[src/rtl/reset_seq_pkg.sv]
// Shared types and helpers for the reset sequencer: FSM states, reset cause
// encodings and the counter-width helper.
package reset_seq_pkg;

    typedef enum logic [1:0] {
        IDLE,
        ASSERT,
        RELEASE
    } state_t;

    localparam logic [1:0] CAUSE_POR = 2'd0;
    localparam logic [1:0] CAUSE_BTN = 2'd1;
    localparam logic [1:0] CAUSE_SW  = 2'd2;

    // One spare bit above $clog2 so the counter can hold max_val itself.
    function automatic int unsigned cnt_width(input int unsigned max_val);
        return $clog2(max_val) + 1;
    endfunction

endpackage

[src/rtl/sync_2ff.sv]
// Generic two-flop synchroniser for a single asynchronous input.
// The reset value is a parameter so idle levels can be chosen per use.
module sync_2ff #(
    parameter logic RESET_VAL = 1'b0
) (
    input  logic clk,
    input  logic rst,
    input  logic d,
    output logic q
);

    logic meta;

    always_ff @(posedge clk or posedge rst) begin
        if (rst) begin
            meta <= RESET_VAL;
            q    <= RESET_VAL;
        end else begin
            meta <= d;
            q    <= meta;
        end
    end

endmodule

[src/rtl/reset_sequencer.sv]
// System reset controller: qualifies a held button or a software request,
// asserts all reset channels together, then releases them in staggered order.
module reset_sequencer
    import reset_seq_pkg::*;
#(
    parameter int unsigned NUM_OUT      = 3,
    parameter int unsigned HOLD_CYCLES  = 10,
    parameter int unsigned PULSE_CYCLES = 4,
    parameter int unsigned STAGGER      = 2
) (
    input  logic               CLK,
    input  logic               Reset,
    input  logic               Btn_L,
    input  logic               Sw_Req,
    output logic [NUM_OUT-1:0] Rst_Out,
    output logic               Busy,
    output logic [1:0]         Cause
);

    localparam int unsigned HW  = cnt_width(HOLD_CYCLES);
    localparam int unsigned PW  = cnt_width(PULSE_CYCLES);
    localparam int unsigned SGW = cnt_width(STAGGER);
    localparam int unsigned CW  = cnt_width(NUM_OUT);

    localparam logic [HW-1:0]  HOLD_MAX   = HW'(HOLD_CYCLES);
    localparam logic [PW-1:0]  PULSE_LAST = PW'(PULSE_CYCLES - 1);
    localparam logic [SGW-1:0] STAG_LAST  = SGW'(STAGGER - 1);
    localparam logic [CW-1:0]  CH_LAST    = CW'(NUM_OUT - 1);

    logic             btn_s;
    logic [HW-1:0]    hold_cnt;
    logic             btn_trig;
    logic             trigger;
    logic [1:0]       trig_cause;

    state_t           state, state_d;
    logic [PW-1:0]    pulse_cnt, pulse_d;
    logic [SGW-1:0]   stag_cnt, stag_d;
    logic [CW-1:0]    ch_idx, ch_d;
    logic [NUM_OUT-1:0] rst_d;
    logic [1:0]       cause_d;

    sync_2ff #(
        .RESET_VAL(1'b1)
    ) u_btn_sync (
        .clk (CLK),
        .rst (Reset),
        .d   (Btn_L),
        .q   (btn_s)
    );

    // Runs in every state so a press held through a sequence still counts.
    always_ff @(posedge CLK or posedge Reset) begin
        if (Reset) begin
            hold_cnt <= '0;
        end else if (btn_s) begin
            hold_cnt <= '0;
        end else if (hold_cnt != HOLD_MAX) begin
            hold_cnt <= hold_cnt + 1'b1;
        end
    end

    // hold_cnt still carries the press length on the first released cycle.
    assign btn_trig   = btn_s && (hold_cnt == HOLD_MAX);
    assign trigger    = btn_trig || Sw_Req;
    assign trig_cause = btn_trig ? CAUSE_BTN : CAUSE_SW;

    always_ff @(posedge CLK or posedge Reset) begin
        if (Reset) begin
            state     <= ASSERT;
            pulse_cnt <= '0;
            stag_cnt  <= '0;
            ch_idx    <= '0;
        end else begin
            state     <= state_d;
            pulse_cnt <= pulse_d;
            stag_cnt  <= stag_d;
            ch_idx    <= ch_d;
        end
    end

    always_comb begin
        state_d = state;
        pulse_d = pulse_cnt;
        stag_d  = stag_cnt;
        ch_d    = ch_idx;
        if (trigger) begin
            state_d = ASSERT;
            pulse_d = '0;
        end else begin
            case (state)
                ASSERT: begin
                    if (pulse_cnt == PULSE_LAST) begin
                        ch_d    = '0;
                        stag_d  = '0;
                        state_d = (NUM_OUT == 1) ? IDLE : RELEASE;
                    end else begin
                        pulse_d = pulse_cnt + 1'b1;
                    end
                end
                RELEASE: begin
                    if (stag_cnt == STAG_LAST) begin
                        stag_d = '0;
                        ch_d   = ch_idx + 1'b1;
                        if (ch_idx + 1'b1 == CH_LAST) begin
                            state_d = IDLE;
                        end
                    end else begin
                        stag_d = stag_cnt + 1'b1;
                    end
                end
                default: ;
            endcase
        end
    end

    // ch_idx names the most recently released channel; higher bits stay set.
    always_comb begin
        rst_d = '0;
        case (state_d)
            ASSERT: rst_d = '1;
            RELEASE: begin
                for (int unsigned i = 0; i < NUM_OUT; i++) begin
                    rst_d[i] = (i > 32'(ch_d));
                end
            end
            default: rst_d = '0;
        endcase
        cause_d = trigger ? trig_cause : Cause;
    end

    always_ff @(posedge CLK or posedge Reset) begin
        if (Reset) begin
            Rst_Out <= '1;
            Busy    <= 1'b1;
            Cause   <= CAUSE_POR;
        end else begin
            Rst_Out <= rst_d;
            Busy    <= |rst_d;
            Cause   <= cause_d;
        end
    end

endmodule

[config.mk]
export PLATFORM = sky130hd
export DESIGN_NAME = reset_sequencer
export DESIGN_NICKNAME = d
export VERILOG_FILES = /design/src/rtl/reset_seq_pkg.sv /design/src/rtl/sync_2ff.sv /design/src/rtl/reset_sequencer.sv
export SDC_FILE = /design/constraint.sdc
export NUM_CORES = 1
export LEC_CHECK = 0
export CAP_MARGIN = 40
export CORE_ASPECT_RATIO = 1.1
export CORE_MARGIN = 10
export CORE_UTILIZATION = 55
export DETAILED_ROUTE_END_ITERATION = 8
export PLACE_DENSITY_LB_ADDON = 0.15
export SYNTH_ARGS = -nofsm -noshare
export SYNTH_HDL_FRONTEND = slang
export SYNTH_SLANG_ARGS = --single-unit
[constraint.sdc]
create_clock -name CLK -period 2.97 [get_ports CLK]
set_clock_uncertainty 0.2 [all_clocks]
set_input_delay 0.4455 -clock CLK [delete_from_list [all_inputs] [get_ports CLK]]
set_output_delay 0.4455 -clock CLK [all_outputs]
set_load 0.01 [all_outputs]
==> results.md <==
- Post-synth EDFFs: 0
- Slew of the pin with the lowest slew margin: ~710 ps
- Post-synth top cells: dfrtp_1, ha_1, inv_1, nor2_1, dfstp_2
- Max incr delay on CP: between 400 and 500 ps
- Crit path launch type: flip-flop
- Worst min path class: reg -> reg
- PwrDens: 660 mW/mm^2
- Die Y: 68.8 microns
- Delay-heaviest family, CP: compound AO/OA/AOI/OAI gates
- Root buffer cell: clkbuf_4
- Global-route wire length before repair: between 3 and 4 mm
- Leak pwr: about 0.63 nW
- Hold Crit Endpoint: u_btn_sync.q$_DFF_PP1_
- Max Slew Vio Count: 0
- Final hold vios: 0
- WS Path Type: reg -> reg
- Via Count: between 700 and 800
- Design Power: between 0.0008 and 0.0009 W
- Drt first pass iters: 2
- Comb pwr share: 37.1%
- Reg2reg end: Rst_Out[1]$_DFF_PP1_
- Worst-skew pair later-pin latency: about 300 ps
- Chip width: around 64 microns
- I/O pin cnt: 10
- Max FO, Critical Path: 5
- CTS Buffer Depth: 2
- Routed WL: roughly 2 mm
- CP arrival: 2590 ps
- Antenna violations before repair: 0
- Initial DRC Count: 8
- Critical path cell sequence: ha_1 -> xor2_1 -> or3b_1 -> a21o_1 -> o21ai_1 -> nor2b_1 -> ha_1 -> o31ai_2
- Hpwl dp: about 1.6 mm
- Largest net degree at the start of global routing: 16
- Initial Util: roughly 58%
- CTS tree: done
- Port Buf Inserts: 9
- Area grow syn2layout: 12.4%
- Wire per inst: 13.7 microns
- Setup TNS: 0 ps
- Post-synth ARST share: 100%
- Outcome: finished, final reports clean
- Post-route minimum period: about 2600 ps
- CTS Sinks: 23
- RSZ-0062 raised after global routing: no
- Worst slew margin: 52.0%
- Fmax: slightly below 0.4 GHz
- Seq/Total Area, Yosys: 49.1%
- # DRC: 0
- RD Place Congestion: approximately 0.77
- H-Tree Level Count: 1
- Post-synth top area share: between 30% and 40%
- Post-Synthesis Cells: approximately 110
- Final ANT Viol Nets: 0
- Via-to-Cell Ratio: approximately 5.3
- Most frequent CP cell: ha_1
- Post-CTS Resized: 0
- Ranking of synthesized cells by area: dfrtp_1, dfstp_2, ha_1
- Reg2reg setup slack: between 400 and 500 ps
- Worst Path Required: roughly 3000 ps
- Critical R2R Launch: ch_idx[0]$_DFF_PP0_
- Reg2Reg Depth: 8
- Antenna Cells: 0
- Max rail drop VDD: approximately 0.00053 V
- Final Setup Violations: 0
- Post-Syn Area: ~0.0012 sq mm
- Max_cap viols: 0
- Hold path depth: 0
- Sw frac: roughly a third
- # fillers: roughly 180
- Layout cell share with drive strength beyond 1: 13.7%
- Core footprint: ~0.0020 sq mm
- Vias in the first global route: 841
- Period utilization: a little under nine tenths
- Hold-fix buffers, CTS: 0
- Critical path endpoint category: flip-flop
- Register bit count reported by yosys: 23
- Layout Nets: around 130
- Netlist cell types: 37
- Syn avg cell area: about 11 sq um
- Syn nets: roughly 120
- Placed Cells: roughly 140
- Cell taking the most area after synthesis: dfrtp_1
- Final non-filler cell total: about 150
- Slowest cell on crit path: dfrtp_1
- Clock transition at path regs: ~120 ps
- DIE AREA: approximately 0.0044 sq mm
- Setup repair bufs after CTS: 0
- Overflow after GRT: 0
- Worst min-delay path startpoint: u_btn_sync.meta$_DFF_PP1_
- Worst Path Buf+Inv: 0
- Ys Warns: 0
- Rows: 17
- Sequential fraction of design power: roughly 47%
- Sw Pwr: approximately 0.00029 W
- GRT Overall Usage: 10.3%
- Main flop type after synthesis: dfrtp_1
- Top-count cell post-synth: dfrtp_1
- Internal power: a little under 0.0006 W
- TritonCTS buffer count: 3
- Clk pwr share: about 16%
[worst max-delay path by stage]
stage | startpoint | depth (start not counted) | endpoint | slack (ps)
final | ch_idx[0]$_DFF_PP0_ | 8 | Rst_Out[1]$_DFF_PP1_ | 410
after global routing | hold_cnt[0]$_DFFE_PP0P_ | 7 | Rst_Out[1]$_DFF_PP1_ | 200
after CTS | hold_cnt[0]$_DFFE_PP0P_ | 7 | Rst_Out[1]$_DFF_PP1_ | 380
after detailed placement | hold_cnt[0]$_DFFE_PP0P_ | 7 | Rst_Out[1]$_DFF_PP1_ | 390
after global placement | state[0]$_DFF_PP1_ | 7 | Busy$_DFF_PP1_ | 460
after floorplan | ch_idx[0]$_DFF_PP0_ | 8 | Rst_Out[1]$_DFF_PP1_ | 620
[per-stage QoR]
step / util (%) / setup slack (ps) / area [sq um] / hold WS, ps
6_report: 65.5 / 406 / 1340 / 167
3_5_place_dp: 64.2 / 395 / 1310 / 152
5_1_grt: 65.5 / 196 / 1340 / 172
3_3_place_gp: 63.5 / 457 / 1300 / 146
2_1_floorplan: - / 623 / 1190 / 145
4_1_cts: 65.5 / 378 / 1340 / 170
[layout make-up]
type,instances,area [sq um],area share (%)
well taps,28,35.0,2.62
flip-flops and latches,23,584,43.7
multi-input cells,71,553,41.3
clock buffers,4,26.3,1.96
inverters,9,33.8,2.53
repair buffers,10,105,7.86
[flip-flops by register name, summed over array words and instances (netlist names)]
| name | count |
|---|---|
| ch_idx | 3 |
| stag_cnt | 2 |
| state | 2 |
| hold_cnt | 5 |
| Busy | 1 |
| Cause | 2 |
| u_btn_sync.q | 1 |
| u_btn_sync.meta | 1 |
| pulse_cnt | 3 |
| Rst_Out | 3 |
[kinds of logic (layout without fill, tap and decap cells)]
family,after synthesis,in the layout,share of synthesized area (%)
buffers and inverters,12,23,4.42
DFF,23,23,49.1
muxes,2,2,1.79
xor gates and xnor gates,6,6,4.42
AOI/OAI and AO/OA,20,20,13.2
adders and majority gates,11,11,11.6
and+or+nand+nor,32,32,15.5
[worst reg2reg max path, delay by kind of cell, from the launching register on]
family,cells,cell delay [ps]
AOI/OAI and AO/OA,3,590
and+or+nand+nor,2,570
adders and majority gates,2,530
DFF,1,450
xor gates and xnor gates,1,150
[cells in the final DEF (no fill, tap or decap), drive strengths merged, types with 4 or more instances in the layout]
cell type	n
o21ai	4
nor2	9
clkdlybuf4s50	9
inv	9
ha	11
clkbuf	4
dfrtp	16
dfstp	7
nor2b	5
[power by group through the flow]
| stage | sequential (W) | clock, W | combinational, W |
|---|---|---|---|
| after global routing | 0.000423 | 0.000161 | 0.000377 |
| after global placement | 0.000419 | 0 | 0.000320 |
| final | 0.000416 | 0.000139 | 0.000328 |
| after detailed placement | 0.000422 | 0 | 0.000333 |
| after floorplan | 0.000427 | 0 | 0.000229 |
| after CTS | 0.000416 | 0.000148 | 0.000337 |
[routing by layer]
layer	part of all wire, %	GRT usage, %	up-vias
met5	0	0	-
met1	45	11.1	380
li1	-	-	381
met4	0.50	4.01	0
met3	3.9	3.22	2
met2	51	18.5	6
Power figures use the tool's default switching activity.
==> edit 1, RTL diff (same flow settings) <==
The parameter `RESET_VAL` goes from 1'b1 to 1'b0.
--- a/src/rtl/reset_sequencer.sv
+++ b/src/rtl/reset_sequencer.sv
@@ -41,7 +41,7 @@
     logic [1:0]       cause_d;
 
     sync_2ff #(
-        .RESET_VAL(1'b1)
+        .RESET_VAL(1'b0)
     ) u_btn_sync (
         .clk (CLK),
         .rst (Reset),
Formal check against the unedited RTL: no difference found for any inputs over 10 cycles, from zero or initial values and one cycle with Reset high; that may be too few to reach the edited logic, so the function may still have changed.
==> edit 1 against the unedited design <==
  * Sequential cell count did not move
  * First-iteration DRC count is 100% higher
  * Area after synthesis decreased by 0.21%
  * Power is 0.35% lower
  * Wire length shrank 3.4%
  * Setup slack worse by 0.014 ns
  * Critical path depth fell by 1
  * Sequential share of layout area is 0.11 points lower
  * Final area decreased by 0.19%
  * Worst hold slack gained 0.0046 ns
  * Maximum frequency is 0.56% lower
  * Largest power group unchanged
  * Utilization is 0.12 points lower
==> edit 1: results (changes against the unedited design) <==
The flow ran to the end, and the final reports show no timing, DRC or antenna violations. Post-synth top cells: sky130_fd_sc_hd__dfrtp_1 (18), sky130_fd_sc_hd__ha_1 (11), sky130_fd_sc_hd__inv_1 (9), sky130_fd_sc_hd__nor2_1 (9) (was sky130_fd_sc_hd__dfrtp_1 (16), sky130_fd_sc_hd__ha_1 (11), sky130_fd_sc_hd__inv_1 (9), sky130_fd_sc_hd__nor2_1 (9), sky130_fd_sc_hd__dfstp_2 (7)). The run gives 0.633 nW (was 0.631 nW) as the total leakage power. The top fanout value on the critical path works out to 8 (was 5). The post-synthesis share of cell area spent on xor and xnor gates is 0.0443 (was 0.0442). The largest net degree at the start of global routing came out at 13 (was 16). The start point of the worst min-delay path is u_btn_sync.meta (unchanged). The cell-internal power was 594 uW (was 595 uW); the total detailed-routing wirelength was 1.91 mm (was 1.98 mm). The destination of the worst hold path is u_btn_sync.q (unchanged). The combinational power was 327 uW (was 328 uW).

Origin of the worst setup path: hold_cnt[0] (was ch_idx[0]). For the total length of routed met3 wires, the log shows 54 um (was 77 um). The met2 wire length was 933 um (was 1.01 mm).

The highest ir drop seen on vdd was 520 uV (was 528 uV); the mean number of vias per cell was 5.25 (was 5.30). The number of global-route vias before repair was 808 (was 841); the met3 usage in global routing was 0.0274 (was 0.0322). The logs give 0.0983 (was 0.103) for the global-route total usage across every layer and 4 (was 2) for the first-pass iteration count of the detailed router. The post-route worst hold slack came out at 0.172 ns (was 0.167 ns). Share of cells above drive strength 1: 0.120 (was 0.137). The highest clock frequency the design can meet came out at 388 MHz (was 390 MHz). The wire length on met1 is 891 um (was 887 um). Fraction of the mapped netlist area in compound gates: 0.133 (was 0.132). For the worst setup timing slack at the placement stage, the log shows 0.402 ns (was 0.395 ns). The adder-cell share of the synthesized area is 0.116 (about the same), and the portion of total power attributed to sequential cells is 0.470 (was 0.471).
==> edit 1: changes by cell type in the layout (fill, tap and decap cells not counted), sizes merged <==
cell / delta
dfrtp: +2
dfstp: -2
==> edit 1: area by class of cell <==
cell class,instances,area [um2],area share
multi-input cells,71,553,0.414
inverters,9,33.8,0.0253
flip-flops and latches,23,582,0.436
clock buffers,4,26.3,0.0197
repair buffers,10,105,0.0787
well taps,28,35.0,0.0262
==> edit 1: worst max-delay path, cell delays in order, from the launching register on <==
cell	delay (ns)
sky130_fd_sc_hd__dfrtp_1	0.41
sky130_fd_sc_hd__inv_1	0.10
sky130_fd_sc_hd__ha_1	0.14
sky130_fd_sc_hd__nor4bb_2	0.57
sky130_fd_sc_hd__a21o_1	0.35
sky130_fd_sc_hd__a21oi_1	0.10
sky130_fd_sc_hd__ha_1	0.35
sky130_fd_sc_hd__o31ai_2	0.28
==> edit 2, RTL diff (same settings) <==
Made on the original files. Put one more register stage on the output `Cause`, without a reset. The value now appears one clock later. The other outputs are not delayed to match.
--- a/src/rtl/reset_sequencer.sv
+++ b/src/rtl/reset_sequencer.sv
@@ -26,6 +26,8 @@
     localparam logic [PW-1:0]  PULSE_LAST = PW'(PULSE_CYCLES - 1);
     localparam logic [SGW-1:0] STAG_LAST  = SGW'(STAGGER - 1);
     localparam logic [CW-1:0]  CH_LAST    = CW'(NUM_OUT - 1);
+
+    logic [1:0] Cause_s0;
 
     logic             btn_s;
     logic [HW-1:0]    hold_cnt;
@@ -126,19 +128,23 @@
             end
             default: rst_d = '0;
         endcase
-        cause_d = trigger ? trig_cause : Cause;
+        cause_d = trigger ? trig_cause : Cause_s0;
     end
 
     always_ff @(posedge CLK or posedge Reset) begin
         if (Reset) begin
             Rst_Out <= '1;
             Busy    <= 1'b1;
-            Cause   <= CAUSE_POR;
+            Cause_s0 <= CAUSE_POR;
         end else begin
             Rst_Out <= rst_d;
             Busy    <= |rst_d;
-            Cause   <= cause_d;
+            Cause_s0 <= cause_d;
         end
+    end
+
+    always_ff @(posedge CLK) begin
+        Cause <= Cause_s0;
     end
 
 endmodule
Formal check against the unedited RTL: not equivalent (a bounded check fails within 4 cycles, from zero or initial values and one cycle with Reset high).
==> edit 2 against the unedited design <==
  * Final area grew 8.4%
  * Power grew 8.4%
  * Synthesized cell count grew 11%
  * Count of clock-buffer cells in the layout is the same
  * Wire length grew 6.7%
  * Setup slack gained 0.15 ns
  * Sequential cell count grew 2
  * Area after synthesis grew 8.1%
  * Die area grew 5.6%
  * Critical path type unchanged
  * Critical endpoint is now Busy
==> edit 2: results (changes against the unedited design) <==
The number of nets produced by synthesis came out at 133 (was 121). The tools report the total vias in the final route as 860 (was 769). The number of fill cells was 178 (was 175); the sequential area share after synthesis was 0.485 (was 0.491). Post-synth top cells: sky130_fd_sc_hd__dfrtp_1 (16), sky130_fd_sc_hd__nor2_1 (16), sky130_fd_sc_hd__ha_1 (11), sky130_fd_sc_hd__inv_1 (11), sky130_fd_sc_hd__dfstp_2 (7) (was sky130_fd_sc_hd__dfrtp_1 (16), sky130_fd_sc_hd__ha_1 (11), sky130_fd_sc_hd__inv_1 (9), sky130_fd_sc_hd__nor2_1 (9), sky130_fd_sc_hd__dfstp_2 (7)). The number of nets in the layout is 146 (was 133). The flow ran to the end, and the final reports show no timing, DRC or antenna violations.

The tools report the largest net degree at the start of global routing as 14 (was 16). Synth top area cells: sky130_fd_sc_hd__dfrtp_1 (31%), sky130_fd_sc_hd__dfstp_2 (14%), sky130_fd_sc_hd__ha_1 (11%) (was sky130_fd_sc_hd__dfrtp_1 (34%), sky130_fd_sc_hd__dfstp_2 (15%), sky130_fd_sc_hd__ha_1 (12%)). The number of design-rule violations left by the first detailed-router iteration was 32 (was 8); the global-route total usage across every layer was 0.103 (about the same). The global-route wire length before repair is 3.95 mm (was 3.66 mm), and the fraction of registers with async set or reset after synthesis is 0.920 (was 1.00). The tools report the placer congestion estimate as 0.782 (was 0.775). The power attributed to sequential cells was 452 uW (was 416 uW); the number of global-route vias before repair was 881 (was 841). The share of cells above drive strength 1 came out at 0.138 (was 0.137).

The average detailed-routed wire length per instance was 13.2 um (was 13.7 um). The run gives 0.32 ns (was 0.30 ns) as the clock network latency to the later pin of the worst-skew pair. The fraction of the mapped netlist area in compound gates came out at 0.153 (was 0.132).

The last element of the critical path is Busy (was Rst_Out[1]). The worst setup timing slack at the placement stage came out at 0.575 ns (was 0.395 ns). The share of synthesized area spent on multiplexers came out at 0.0243 (was 0.0179). The post-synthesis share of cell area spent on xor and xnor gates was 0.0340 (was 0.0442). The dominant delay contributor by cell family on the critical path is simple AND/OR/NAND/NOR gates (was compound AO/OA/AOI/OAI gates).
==> edit 2: how the worst min path moves through the flow <==
stage               startpoint      endpoint  slack [ns]
2_1_floorplan  u_btn_sync.meta  u_btn_sync.q        0.15
3_3_place_gp   u_btn_sync.meta  u_btn_sync.q        0.15
3_5_place_dp   u_btn_sync.meta  u_btn_sync.q        0.15
4_1_cts        u_btn_sync.meta  u_btn_sync.q        0.17
5_1_grt        u_btn_sync.meta  u_btn_sync.q        0.18
6_report       u_btn_sync.meta  u_btn_sync.q        0.17
==> edit 2: routing by layer <==
metal / up-vias / track usage / routed length, um
met1: 413 / 0.118 / 928
met3: 4 / 0.0236 / 81
li1: 431 / - / -
met5: - / 0 / 0
met4: 0 / 0.0350 / 33
met2: 12 / 0.181 / 1070
==> edit 2: final cells by class <==
cell class	count	area (um2)	area share
clock buffers	4	26.3	0.0181
inverters	11	41.3	0.0285
multi-input cells	79	608	0.419
flip-flops and latches	25	624	0.431
well taps	30	37.5	0.0259
repair buffers	11	113	0.0777
